## src/rtl/alu_shift_pkg.sv

```systemverilog
// Shared definitions for the ALU-64 shift path: widths, sh_reg mode encoding and sequencer states.
package alu_shift_pkg;

  localparam int unsigned ShW  = 64;
  localparam int unsigned ShD  = 1;
  localparam int unsigned ShAw = $clog2(ShW / ShD) + 1;

  typedef enum logic [2:0] {
    SH_LSL = 3'b000,
    SH_LSR = 3'b001,
    SH_ASL = 3'b010,
    SH_ASR = 3'b011,
    SH_ROL = 3'b100,
    SH_ROR = 3'b101,
    SH_SIL = 3'b110,
    SH_SIR = 3'b111
  } sh_mode_e;

  typedef enum logic [2:0] {
    StIdle,
    StLoad,
    StShift,
    StSet1,
    StSet2,
    StDone
  } sh_state_e;

  // More than a full register width of steps is never useful, so saturate there.
  function automatic logic [ShAw-1:0] clamp_steps(input logic [ShAw-1:0] amt);
    logic [ShAw-1:0] max_steps;
    max_steps = ShAw'(ShW / ShD);
    return (amt > max_steps) ? max_steps : amt;
  endfunction

endpackage

```

## src/rtl/sh_ctrl_if.sv

```systemverilog
// Request/response and sh_reg control bundle shared by the requester, sh_ctrl and sh_reg.
interface sh_ctrl_if;
  import alu_shift_pkg::*;

  logic                start;
  logic [2:0]          op;
  logic [ShAw-1:0]     amt;
  logic [ShW-1:0]      operand;
  logic [ShD-1:0]      fill;
  logic [ShW-1:0]      q;
  logic                load;
  logic                sh;
  logic [2:0]          sh_mode;
  logic [ShD-1:0]      sh_in;
  logic [ShW-1:0]      reg_in;
  logic                busy;
  logic                done;
  logic [ShW-1:0]      result;

  // Requester side (opcode decoder).
  modport master (
    output start, op, amt, operand, fill,
    input  busy, done, result
  );

  // Sequencer side.
  modport slave (
    input  start, op, amt, operand, fill, q,
    output load, sh, sh_mode, sh_in, reg_in, busy, done, result
  );

  // Shift register side.
  modport regs (
    input  load, sh, sh_mode, sh_in, reg_in,
    output q
  );

endinterface

```

## src/rtl/sh_cnt.sv

```systemverilog
// Loadable down-counter for the shift sequencer; last_o flags the final step (count == 1).
module sh_cnt #(
  parameter int unsigned Width = 7
) (
  input  logic             clk_i,
  input  logic             rst_b_i,
  input  logic             load_i,
  input  logic             dec_i,
  input  logic [Width-1:0] cnt_i,
  output logic             last_o
);

  logic [Width-1:0] cnt_q, cnt_d;

  always_comb begin
    cnt_d = cnt_q;
    if (load_i) begin
      cnt_d = cnt_i;
    end else if (dec_i && (cnt_q != '0)) begin
      cnt_d = cnt_q - Width'(1);
    end
  end

  always_ff @(posedge clk_i or negedge rst_b_i) begin
    if (!rst_b_i) begin
      cnt_q <= '0;
    end else begin
      cnt_q <= cnt_d;
    end
  end

  assign last_o = (cnt_q == Width'(1));

endmodule

```

## src/rtl/sh_ctrl.sv

```systemverilog
// Sequencer for sh_reg: load operand, issue N shift pulses, wait out the register pipeline, return q.
module sh_ctrl import alu_shift_pkg::*; (
  input  logic clk_i,
  input  logic rst_b_i,
  sh_ctrl_if.slave bus
);

  localparam int unsigned W  = ShW;
  localparam int unsigned D  = ShD;
  localparam int unsigned AW = ShAw;

  sh_state_e      state_q;
  logic [AW-1:0]  steps_q;
  logic           load_q;
  logic           sh_q;
  logic [2:0]     sh_mode_q;
  logic [D-1:0]   sh_in_q;
  logic [W-1:0]   reg_in_q;
  logic           busy_q;
  logic           done_q;
  logic [W-1:0]   result_q;

  logic cnt_load, cnt_dec, cnt_last;

  assign cnt_load = (state_q == StLoad) && (steps_q != '0);
  assign cnt_dec  = (state_q == StShift);

  sh_cnt #(
    .Width (AW)
  ) u_cnt (
    .clk_i   (clk_i),
    .rst_b_i (rst_b_i),
    .load_i  (cnt_load),
    .dec_i   (cnt_dec),
    .cnt_i   (steps_q),
    .last_o  (cnt_last)
  );

  // Outputs are registered alongside the state, so each output reflects the state it belongs to.
  always_ff @(posedge clk_i or negedge rst_b_i) begin
    if (!rst_b_i) begin
      state_q   <= StIdle;
      steps_q   <= '0;
      load_q    <= 1'b0;
      sh_q      <= 1'b0;
      sh_mode_q <= '0;
      sh_in_q   <= '0;
      reg_in_q  <= '0;
      busy_q    <= 1'b0;
      done_q    <= 1'b0;
      result_q  <= '0;
    end else begin
      case (state_q)
        StIdle: begin
          if (bus.start) begin
            state_q   <= StLoad;
            steps_q   <= clamp_steps(bus.amt);
            sh_mode_q <= bus.op;
            sh_in_q   <= bus.fill;
            reg_in_q  <= bus.operand;
            load_q    <= 1'b1;
            busy_q    <= 1'b1;
          end
        end
        StLoad: begin
          load_q   <= 1'b0;
          reg_in_q <= '0;
          if (steps_q == '0) begin
            state_q <= StSet1;
          end else begin
            state_q <= StShift;
            sh_q    <= 1'b1;
          end
        end
        StShift: begin
          if (cnt_last) begin
            sh_q    <= 1'b0;
            state_q <= StSet1;
          end
        end
        StSet1: begin
          state_q <= StSet2;
        end
        StSet2: begin
          state_q  <= StDone;
          result_q <= bus.q;
          done_q   <= 1'b1;
        end
        StDone: begin
          state_q   <= StIdle;
          done_q    <= 1'b0;
          busy_q    <= 1'b0;
          sh_mode_q <= '0;
          sh_in_q   <= '0;
        end
        default: begin
          state_q <= StIdle;
        end
      endcase
    end
  end

  assign bus.load    = load_q;
  assign bus.sh      = sh_q;
  assign bus.sh_mode = sh_mode_q;
  assign bus.sh_in   = sh_in_q;
  assign bus.reg_in  = reg_in_q;
  assign bus.busy    = busy_q;
  assign bus.done    = done_q;
  assign bus.result  = result_q;

endmodule

```

## src/flat_wrapper.sv

```systemverilog
// flat-port wrapper written by rule: the top's interface ports become plain ports
module sh_ctrl_flat import alu_shift_pkg::*;
  (clk_i, rst_b_i, bus_start, bus_op, bus_amt, bus_operand, bus_fill, bus_q, bus_load, bus_sh, bus_sh_mode, bus_sh_in, bus_reg_in, bus_busy, bus_done, bus_result);
  sh_ctrl_if bus_i ();
  input  logic clk_i;
  input  logic rst_b_i;
  input wire logic [$bits(bus_i.start)-1:0] bus_start;
  input wire logic [$bits(bus_i.op)-1:0] bus_op;
  input wire logic [$bits(bus_i.amt)-1:0] bus_amt;
  input wire logic [$bits(bus_i.operand)-1:0] bus_operand;
  input wire logic [$bits(bus_i.fill)-1:0] bus_fill;
  input wire logic [$bits(bus_i.q)-1:0] bus_q;
  output wire logic [$bits(bus_i.load)-1:0] bus_load;
  output wire logic [$bits(bus_i.sh)-1:0] bus_sh;
  output wire logic [$bits(bus_i.sh_mode)-1:0] bus_sh_mode;
  output wire logic [$bits(bus_i.sh_in)-1:0] bus_sh_in;
  output wire logic [$bits(bus_i.reg_in)-1:0] bus_reg_in;
  output wire logic [$bits(bus_i.busy)-1:0] bus_busy;
  output wire logic [$bits(bus_i.done)-1:0] bus_done;
  output wire logic [$bits(bus_i.result)-1:0] bus_result;
  assign bus_i.start = bus_start;
  assign bus_i.op = bus_op;
  assign bus_i.amt = bus_amt;
  assign bus_i.operand = bus_operand;
  assign bus_i.fill = bus_fill;
  assign bus_i.q = bus_q;
  assign bus_load = bus_i.load;
  assign bus_sh = bus_i.sh;
  assign bus_sh_mode = bus_i.sh_mode;
  assign bus_sh_in = bus_i.sh_in;
  assign bus_reg_in = bus_i.reg_in;
  assign bus_busy = bus_i.busy;
  assign bus_done = bus_i.done;
  assign bus_result = bus_i.result;
  sh_ctrl u_core (.clk_i(clk_i), .rst_b_i(rst_b_i), .bus(bus_i));
endmodule
```

## config.mk

```make
export PLATFORM = sky130hd
export DESIGN_NAME = sh_ctrl_flat
export DESIGN_NICKNAME = d
export VERILOG_FILES = /design/src/rtl/alu_shift_pkg.sv /design/src/rtl/sh_ctrl_if.sv /design/src/rtl/sh_cnt.sv /design/src/rtl/sh_ctrl.sv /design/src/flat_wrapper.sv
export SDC_FILE = /design/constraint.sdc
export NUM_CORES = 1
export LEC_CHECK = 0
export CORE_AREA = 2 2 108 162
export CTS_CLUSTER_SIZE = 28
export DETAILED_ROUTE_END_ITERATION = 12
export DIE_AREA = 0 0 110 164
export PLACE_DENSITY = 0.75
export SLEW_MARGIN = 10
export SYNTH_ARGS = -nofsm -noshare
export SYNTH_HDL_FRONTEND = slang
export SYNTH_SLANG_ARGS = --single-unit
```

## constraint.sdc

```tcl
create_clock -name clk_i -period 2 [get_ports clk_i]
set_clock_uncertainty 0.05 [all_clocks]
set_input_delay 0.3 -clock clk_i [delete_from_list [all_inputs] [get_ports clk_i]]
set_output_delay 0.3 -clock clk_i [all_outputs]
set_load 0.02 [all_outputs]
```

==> results of run 1 <==
==> routing by layer <==
metal	global-route usage (%)	up-vias
met1	20.7	2230
met4	7.71	0
met2	31.8	176
li1	-	2032
met3	4.44	31
met5	0	-
==> cells by family (layout without fill, tap and decap cells) <==
logic type / Yosys count / count (layout) / synth area share [%]
adders and majority gates: 2 / 2 / 0.425
xor gates and xnor gates: 1 / 1 / 0.149
and+or+nand+nor: 67 / 67 / 6.74
muxes: 67 / 67 / 12.8
AOI/OAI and AO/OA: 86 / 86 / 12.1
DFF: 153 / 153 / 65.1
buffers and inverters: 29 / 324 / 2.64
==> timing repair <==
item	CTS	global route
hold buffers	1	0
buffers inserted	0	0
endpoints found under the hold margin	41	0
==> power groups by stage <==
stage / Combinational, mW / Sequential, mW / Clock [mW]
6_report: 7.42 / 5.40 / 3.20
4_1_cts: 7.51 / 5.41 / 3.28
2_1_floorplan: 2.50 / 6.78 / 0
5_1_grt: 7.85 / 5.58 / 3.44
3_5_place_dp: 7.52 / 5.41 / 0
3_3_place_gp: 7.30 / 5.37 / 0
==> worst max-delay path: cells and delay by family, from the launching register on <==
family,cells,cell delay (ns)
buffers and inverters,3,0.67
flip-flops,1,0.45
AO/OA/AOI/OAI,1,0.20
AND/OR/NAND/NOR,1,0.36
==> cells in the final DEF (no fill, tap or decap), types with 3 or more instances in the layout <==
cell	Yosys	routed
a22o_1	66	66
o21ai_0	7	7
nor2_1	9	9
a21o_1	3	3
nand2_1	31	31
buf_12	0	5
buf_4	7	6
clkdlybuf4s50_1	0	276
clkinvlp_4	0	6
dfrtp_1	153	153
a21oi_1	4	4
mux2_2	64	64
inv_1	3	3
clkbuf_16	0	17
inv_6	0	3
nand3b_1	6	6
==> through the flow <==
step / total power [mW] / worst slack, ns / cell area [µm²] / utilization (%) / hold WS, ns
final: 16.0 / 0.177 / 9540 / 57.4 / 0.343
after global routing: 16.9 / 0.0570 / 9540 / 57.4 / 0.378
after CTS: 16.2 / 0.158 / 9540 / 57.4 / 0.343
after detailed placement: 12.9 / 0.0391 / 8930 / 53.7 / 0.206
after global placement: 12.7 / 0.0898 / 8930 / 53.7 / 0.202
after floorplan: 9.28 / 0.331 / 5880 / - / -0.0456
==> how the worst max path moves through the flow <==
stage	from	to	slack (ns)
2_1_floorplan	u_core.steps_q[2]	u_core.u_cnt.cnt_q[5]	0.33
3_3_place_gp	bus_start	u_core.bus.reg_in[25]	0.09
3_5_place_dp	bus_start	u_core.bus.reg_in[27]	0.04
4_1_cts	u_core.state_q[0]	u_core.bus.reg_in[18]	0.16
6_report	u_core.state_q[0]	u_core.bus.reg_in[18]	0.18
5_1_grt	u_core.state_q[0]	u_core.bus.reg_in[18]	0.06
==> area by class of cell <==
class / count / area [µm²] / area share [%]
flip-flops and latches: 153 / 3830 / 40.2
inverters: 3 / 11.3 / 0.118
multi-input cells: 223 / 1910 / 20.0
clock buffers: 20 / 457 / 4.79
repair buffers: 289 / 2930 / 30.7
well taps: 210 / 263 / 2.76
clock inverters: 12 / 140 / 1.47
==> impl_results.md, run 1 <==
* Critical-path top delay cell: dfrtp_1
* Met2 routed WL at between 8000 and 9000 µm
* Setup violators final at 0
* Yosys cell types at between 40 and 50
* Fin crit period at 1.82 ns
* RSZ-0062 raised after global routing: no
* PwrDens at 1680 nW/µm²
* Syn_area_per_cell at 14.5 µm²
* M1 WL at 5940 µm
* Vias at ~4500
* PortBufs at between 200 and 300
* Fin nets at approximately 830
* Max_slew headroom at a little over 70%
* Critical Path, Cell by Cell: buf_4 -> nor4b_4 -> buf_4 -> buf_12 -> a22o_1
* WP data arrival at ~2.1 ns
* Crit Path Class: register to register
* # fillers at 1395
* Wire length per cell at about 18 µm
* Worst Reg-to-Reg Cells at 5
* Largest area contributor in the netlist: dfrtp_1
* Final cell count without fillers at between 900 and 1000
* Io pins at 278
* DRT antenna net count at 0
* Core area at ~17000 µm²
* Fin. max-slew vios at 0
* Sequential share of the synthesized area at 65.1%
* Post-Route WL at roughly 16000 µm
* Gate power share at between 40% and 50%
* Psw at roughly 5.7 mW
* DRC at 0
* Share of layout cells above drive strength 1 at between 15 and 20%
* Internal power at between 10 and 15 mW
* Synth area leaders: dfrtp_1 (65%), mux2_2 (12%), a22o_1 (9.8%)
* Die X at around 110 µm
* Die area at roughly 18000 µm²
* Vias in the first global route at approximately 4800
* Final setup TNS at 0 ns
* Bufs on Longest Clock Path at 2
* Area delta synth->final at 62.0%
* Leakage at slightly above 4 nW
* Largest net degree at the start of global routing at between 60 and 70
* Critical path endpoint category: register
* Clock transition at path regs at ~0.060 ns
* H-tree depth at 4
* Placed Cells at 877
* #FFs+latches synth at approximately 150
* Routability cong. at just under 0.8
* Post-synth EDFFs at 0
* Yosys warning total at 0
* First-pass GRT wire length at ~25000 µm
* Setup slack, reg-to-reg at around 0.18 ns
* Ys async rst share at 100%
* Dpl hpwl at about 12000 µm
* Fin. Hold Viols at 0
* Max FO, Critical Path at 66
* Clk pwr share at about 20%
* Highest metal used: met4
* Final period utilization at 91.2%
* Clock root buffer: clkbuf_16
* Most used cell, CP: buf_4
* Maxcap violations at 0
* Worst vdd ir at about 700 µV
* Sw Share at approximately 36%
* Cells after Synth at between 400 and 500
* Sequential power share at 33.7%
* # rows at between 50 and 60
* Outcome: finished, final reports clean
* Worst r2r src: u_core.state_q[0]
* Total CTS buffers at 17
* Overflow after GRT at 0
* Crit path launch type: register
* Diode count at 0
* Mapped Area at ~6000 µm²
* Initial Util at 35.4%
* Hold Path Class: input pin to async pin
* Via density at 4.91
* 1st-iter DRT viols at about 130
* Initial antenna violation count at 0
* Most frequent cell after synthesis: dfrtp_1
* Post-synth top area share at around 65%
* Reg2Reg Capture Point: u_core.bus.reg_in[18]
* Fmax at about 550 MHz
* Met3 WL at between 900 and 1000 µm
* Max incr delay on CP at between 0.4 and 0.5 ns
* Post-CTS resize count at 0
* Slew @ Worst Pin at 0.426 ns
* CTS Sinks at 153
* Most instantiated cells after synthesis: dfrtp_1 (153), a22o_1 (66), mux2_2 (64)
* GRT Util Overall at between 15 and 20%
* Die Span Y at 164 µm
* Worst EP required at 2.29 ns
* Drt pass-1 iters at 4
* CTS tree: built
* Synth Net Count at 549
* Worst-Skew Late Latency at ~0.40 ns
* Top FF cell, synth: dfrtp_1
(Power assumes the default switching activity.)
==> run 2: changes to the inputs <==
--- a/config.mk
+++ b/config.mk
@@ -9,8 +9,9 @@
 export CTS_CLUSTER_SIZE = 28
 export DETAILED_ROUTE_END_ITERATION = 12
 export DIE_AREA = 0 0 110 164
+export GPL_TIMING_DRIVEN = 0
 export PLACE_DENSITY = 0.75
-export SLEW_MARGIN = 10
+export SLEW_MARGIN = 20
 export SYNTH_ARGS = -nofsm -noshare
 export SYNTH_HDL_FRONTEND = slang
 export SYNTH_SLANG_ARGS = --single-unit
==> impl_results.md, run 2 (same netlist as run 1, synthesis figures left out) <==
* Leakage at 4.14 nW (+1.5%)
* Crit Path Class: register to register
* Area delta synth->final at 62.8%
* Clock transition at path regs at 0.06 ns (about the same)
* CTS Sinks at 153 (unchanged)
* Initial antenna violation count at 0 (unchanged)
* H-tree depth at 4 (unchanged)
* Internal power at 10.3 mW (+0.72%)
* Overflow after GRT at 0 (unchanged)
* Wire length per cell at 18.4 µm (+3.0%)
* DRT antenna net count at 0 (unchanged)
* Met2 routed WL at 9340 µm (+5.2%)
* Bufs on Longest Clock Path at 2 (unchanged)
* Vias in the first global route at 5096 (+5.4%)
* Dpl hpwl at 12800 µm (+5.0%)
* Core area at 16600 µm² (unchanged)
* Placed instance area at 8950 µm² (+0.27%)
* First-pass GRT wire length at 26200 µm (+5.7%)
* Io pins at 278 (unchanged)
* Via density at 4.86 (-0.96%)
* Commonest non-fill, non-tap cell in the layout: clkdlybuf4s50_1
* Die Span Y at 164 µm (unchanged)
* Design Area, Final at 9580 µm² (+0.49%)
* Sequential power share at 32.9% (-0.8 points)
* Initial Util at 35.4% (unchanged)
* Worst EP required at 2.30 ns (about the same)
* GRT Util Overall at 19.3% (+1.2 points)
* DRC at 0 (unchanged)
* Final period utilization at 95.0% (+3.8 points)
* Slew @ Worst Pin at 0.570 ns (+0.144 ns)
* Final cell count without fillers at 927 (+1.9%)
* Met3 WL at 1090 µm (+16%)
* Placed Cells at 893 (+1.8%)
* Clk pwr share at 20.4% (+0.4 points)
* Outcome: finished, final reports clean
* Vias at 4509 (+0.90%)
* Crit path launch type: register
* Most frequent cells in the layout: clkdlybuf4s50_1 (276), dfrtp_1 (153), a22o_1 (66)
* Total CTS buffers at 17 (unchanged)
* Clock root buffer: clkbuf_16
* Worst vdd ir at 786 µV (+12%)
* Share of layout cells above drive strength 1 at 18.5% (+1.4 points)
* Die area at 18000 µm² (unchanged)
* Max FO, Critical Path at 10 (-85%)
* Sw Share at 36.3% (+0.44 points)
* Die X at 110 µm (unchanged)
* Fin nets at 848 (+2.0%)
* Fmax at 527 MHz (-4.0%)
* Gate power share at 46.7% (+0.4 points)
* Fin. Hold Viols at 0 (unchanged)
* Post-Route WL at 17100 µm (+4.9%)
* Maxcap violations at 0 (unchanged)
* PortBufs at 277 (unchanged)
* Worst-Skew Late Latency at 0.42 ns (+0.02 ns)
* Diode count at 0 (unchanged)
* M1 WL at 6060 µm (+2.1%)
* Max_slew headroom at 62.0% (-9.6 points)
* Critical path endpoint category: register
* Hold Path Class: input pin to async pin
* CTS tree: built
* Fin crit period at 1.90 ns (+0.0760 ns)
* Fin. max-slew vios at 0 (unchanged)
* Largest net degree at the start of global routing at 81 (+21%)
* Drt pass-1 iters at 4 (unchanged)
* Routability cong. at 0.791 (-0.47%)
* Highest metal used: met4
* 1st-iter DRT viols at 142 (+10%)
* # rows at 58 (unchanged)
* RSZ-0062 raised after global routing: no
* Setup violators final at 0 (unchanged)
* WP data arrival at 2.20 ns (+0.09 ns)
* Psw at 5.90 mW (+2.6%)
* PwrDens at 1690 nW/µm² (+0.92%)
==> run 2: cell types whose count changed in the layout (fill, tap and decap cells not counted), sizes merged <==
cell | before | now
buf | 12 | 25
clkinvlp | 6 | 5
inv | 6 | 7
bufinv | 2 | 3
clkbuf | 20 | 23
==> run 2: path summary, 6_finish.rpt <==
check                                        end  slack, ns  cells past startpoint              start
max in group asynchronous  u_core.bus.reg_in[10]       0.75                      3            rst_b_i
min in group clk_i         u_core.bus.sh_mode[2]       0.39                      3          bus_op[2]
hold / removal                 u_core.steps_q[3]       0.39                      2            rst_b_i
hold reg to reg                  u_core.bus.busy       0.43                      2    u_core.bus.busy
setup reg to reg           u_core.bus.reg_in[20]       0.10                      7  u_core.state_q[0]
setup / recovery           u_core.bus.reg_in[20]       0.10                      7  u_core.state_q[0]
==> run 2: area by class of cell <==
| class | count | area, µm² |
|---|---|---|
| Buffer | 26 | 149 |
| Clock buffer | 19 | 433 |
| Clock inverter | 13 | 168 |
| Fill cell | 1387 | 7040 |
| Inverter | 3 | 11.3 |
| Multi-Input combinational cell | 223 | 1910 |
| Sequential cell | 153 | 3830 |
| Tap cell | 210 | 263 |
| Timing Repair Buffer | 280 | 2820 |
==> run 2: power by group through the flow <==
stage          Sequential (mW)  Clock [mW]  Combinational, mW
2_1_floorplan             6.78           0               2.50
3_3_place_gp              5.31           0               7.43
3_5_place_dp              5.37           0               7.61
4_1_cts                   5.35        3.36               7.65
5_1_grt                   5.51        3.51               8.05
6_report                  5.35        3.30               7.59
==> run 2: layer usage <==
layer	global-route usage [%]	vias to the layer above
li1	-	2068
met1	20.2	2231
met2	34.9	168
met3	5.75	42
met4	8.63	0
met5	0	-
==> run 2: critical path: stages (launching register included) <==
cell and delay [ns]:
dfrtp_1 0.35, buf_2 0.19, nor2b_2 0.19, nor2b_1 0.13
buf_2 0.18, nor2_4 0.28, buf_2 0.29, a22o_1 0.17
==> run 2: what timing repair did <==
item | CTS | global route
gates resized for setup | 1 | 2
pin swaps | 0 | 1
hold buffers | 1 | 0
buffers inserted | 0 | 1
endpoints found under the hold margin | 73 | 0
endpoints found under the setup margin | 38 | 39
==> run 2: metrics by stage <==
step | setup TNS [ns] | total power [mW] | setup WS [ns] | hold slack [ns] | utilization (%)
floorplan | 0 | 9.28 | 0.331 | -0.0456 | -
global placement | -804.24 | 12.7 | -5.24 | 0.414 | 53.7
detailed placement | -9.26 | 13.0 | -0.170 | 0.252 | 53.9
CTS | 0 | 16.4 | 0.0172 | 0.381 | 57.6
global route | 0 | 17.1 | 0.00629 | 0.387 | 57.7
finish | 0 | 16.2 | 0.101 | 0.390 | 57.7
==> run 3: changes to the inputs <==
--- a/config.mk
+++ b/config.mk
@@ -5,12 +5,14 @@
 export SDC_FILE = /design/constraint.sdc
 export NUM_CORES = 1
 export LEC_CHECK = 0
-export CORE_AREA = 2 2 108 162
+export CELL_PAD_IN_SITES_DETAIL_PLACEMENT = 0
+export CELL_PAD_IN_SITES_GLOBAL_PLACEMENT = 1
+export CORE_AREA = 2 2 114 172
 export CTS_CLUSTER_SIZE = 28
 export DETAILED_ROUTE_END_ITERATION = 12
-export DIE_AREA = 0 0 110 164
+export DIE_AREA = 0 0 116 174
 export GPL_TIMING_DRIVEN = 0
-export PLACE_DENSITY = 0.75
+export PLACE_DENSITY = 0.84
 export SLEW_MARGIN = 20
 export SYNTH_ARGS = -nofsm -noshare
 export SYNTH_HDL_FRONTEND = slang
==> impl_results.md, run 3 (same netlist as run 1, synthesis figures left out) <==
* Routability cong. at 0.847 (+7.1%)
* Dpl hpwl at 13100 µm (+2.2%)
* PortBufs at 277 (unchanged)
* Fin crit period at 1.89 ns (-0.0104 ns)
* Placed Cells at 939 (+5.2%)
* Commonest non-fill, non-tap cell in the layout: clkdlybuf4s50_1
* Crit path launch type: register
* Setup slack, reg-to-reg at 0.11 ns (about the same)
* Initial antenna violation count at 0 (unchanged)
* DRT antenna net count at 0 (unchanged)
* Die Span Y at 174 µm (+6.1%)
* Reg2Reg Capture Point: u_core.bus.reg_in[26]
* Design Area, Final at 9620 µm² (+0.38%)
* Leakage at 4.15 nW (+0.11%)
* Drt pass-1 iters at 4 (unchanged)
* Area delta synth->final at 63.4%
* Worst EP required at 2.31 ns (about the same)
* Worst vdd ir at 783 µV (-0.45%)
* Worst r2r src: u_core.state_q[0]
* Critical-path top delay cell: dfrtp_1
* 1st-iter DRT viols at 163 (+15%)
* Via density at 4.68 (-3.7%)
* PwrDens at 1670 nW/µm² (-1.3%)
* Crit Path Class: register to register
* Core area at 18800 µm² (+13%)
* Most used cell, CP: buf_2
* Final period utilization at 94.4% (-0.52 points)
* Fin. max-slew vios at 0 (unchanged)
* Io pins at 278 (unchanged)
* First-pass GRT wire length at 27000 µm (+3.0%)
* Setup WS post-layout at 0.111 ns (+0.0104 ns)
* Critical Path, Cell by Cell: buf_2 -> nor2b_2 -> nor2b_1 -> buf_2 -> nor2_4 -> buf_2 -> a22o_1
* Maxcap violations at 0 (unchanged)
* GRT Util Overall at 17.4% (-1.9 points)
* Worst-Skew Late Latency at 0.42 ns (about the same)
* Fin nets at 848 (unchanged)
* WP data arrival at 2.20 ns (about the same)
* Bufs on Longest Clock Path at 2 (unchanged)
* Fin. Hold Viols at 0 (unchanged)
* Clock root buffer: clkbuf_16
* Vias at 4556 (+1.0%)
* RSZ-0062 raised after global routing: no
* Max incr delay on CP at 0.35 ns (about the same)
* Critical path endpoint category: register
* CTS tree: built
* Worst Reg-to-Reg Cells at 7 (unchanged)
* Clock transition at path regs at 0.06 ns (about the same)
* Die X at 116 µm (+5.5%)
* Largest net degree at the start of global routing at 92 (+14%)
* DRC at 0 (unchanged)
* Overflow after GRT at 0 (unchanged)
* Slew @ Worst Pin at 0.506 ns (-0.0640 ns)
* Final cell count without fillers at 973 (+5.0%)
* Final core occ at 51.2% (-6.4 points)
* Vias in the first global route at 5065 (-0.61%)
* Wire length per cell at 17.6 µm (-4.5%)
* Initial Util at 31.3% (-4.1 points)
* Worst setup slack after placement at -0.117 ns (+0.0527 ns)
* CP bufs+invs at 3 (unchanged)
* Total CTS buffers at 17 (unchanged)
* CTS Sinks at 153 (unchanged)
* Fmax at 529 MHz (+0.55%)
* H-tree depth at 4 (unchanged)
* # rows at 62 (+6.9%)
* Diode count at 0 (unchanged)
* Cell family with most CP delay: buffers and inverters
* Die area at 20200 µm² (+12%)
* Most frequent cells in the layout: clkdlybuf4s50_1 (276), dfrtp_1 (153), a22o_1 (66)
* Placed instance area at 9010 µm² (+0.64%)
* Hold slack at 0.358 ns (-0.0322 ns)
* Max FO, Critical Path at 10 (unchanged)
* Post-Route WL at 17100 µm (+0.20%)
* Outcome: finished, final reports clean
* Share of layout cells above drive strength 1 at 18.4% (-0.14 points)
* Hold Path Class: input pin to async pin
* Setup violators final at 0 (unchanged)
* Max_slew headroom at 66.3% (+4.3 points)
run 3: changes by cell type in the layout (fill, tap and decap cells not counted), sizes merged:
cell      previous run  this run
inv                  7         3
clkinvlp             5         2
clkinv               1         7
buf                 25        26
run 3: timing repair:
| action | 4_1_cts | 5_1_grt |
|---|---|---|
| setup buffers | 0 | 1 |
| hold buffers | 1 | 0 |
| endpoints found under the setup margin | 0 | 39 |
| endpoints found under the hold margin | 62 | 0 |
| resized for setup | 0 | 2 |
run 3: per-layer routing:
layer  global-route usage [%]  vias to the layer above  wire length, µm
li1                         -                     2074                -
met1                     18.2                     2286             6180
met2                     31.5                      166             9320
met3                     5.37                       30             1100
met4                     7.74                        0              530
met5                        0                        -                0
run 3: report_power, final:
group | switching [mW] | total (mW) | internal, mW
Sequential | 0.846 | 5.35 | 4.50
Combinational | 3.69 | 7.55 | 3.86
Clock | 1.24 | 3.20 | 1.96
Total | 5.78 | 16.1 | 10.3
run 3: worst max-delay path by stage:
stage	cells past startpoint	start	end	slack (ns)
floorplan	4	u_core.steps_q[2]	u_core.u_cnt.cnt_q[5]	0.33
global placement	1	rst_b_i	u_core.steps_q[5]	-5.24
detailed placement	4	bus_start	u_core.bus.reg_in[26]	-0.12
CTS	5	u_core.state_q[1]	u_core.bus.result[61]	0.008
global route	7	u_core.state_q[0]	u_core.bus.reg_in[26]	0.03
finish	7	u_core.state_q[0]	u_core.bus.reg_in[26]	0.11
run 3: stage by stage:
stage | total power [mW] | setup TNS, ns
finish | 16.1 | 0
global route | 17.0 | 0
CTS | 16.3 | 0
detailed placement | 13.0 | -5.87
global placement | 12.8 | -803.17
floorplan | 9.28 | 0
run 3: cell type report:
class / instances / area [µm²]
fillers: 1680 / 9160
flip-flops and latches: 153 / 3830
repair buffers: 280 / 2820
multi-input cells: 223 / 1900
clock buffers: 20 / 437
well taps: 256 / 320
clock inverters: 12 / 151
plain buffers: 26 / 146
inverters: 3 / 11.3
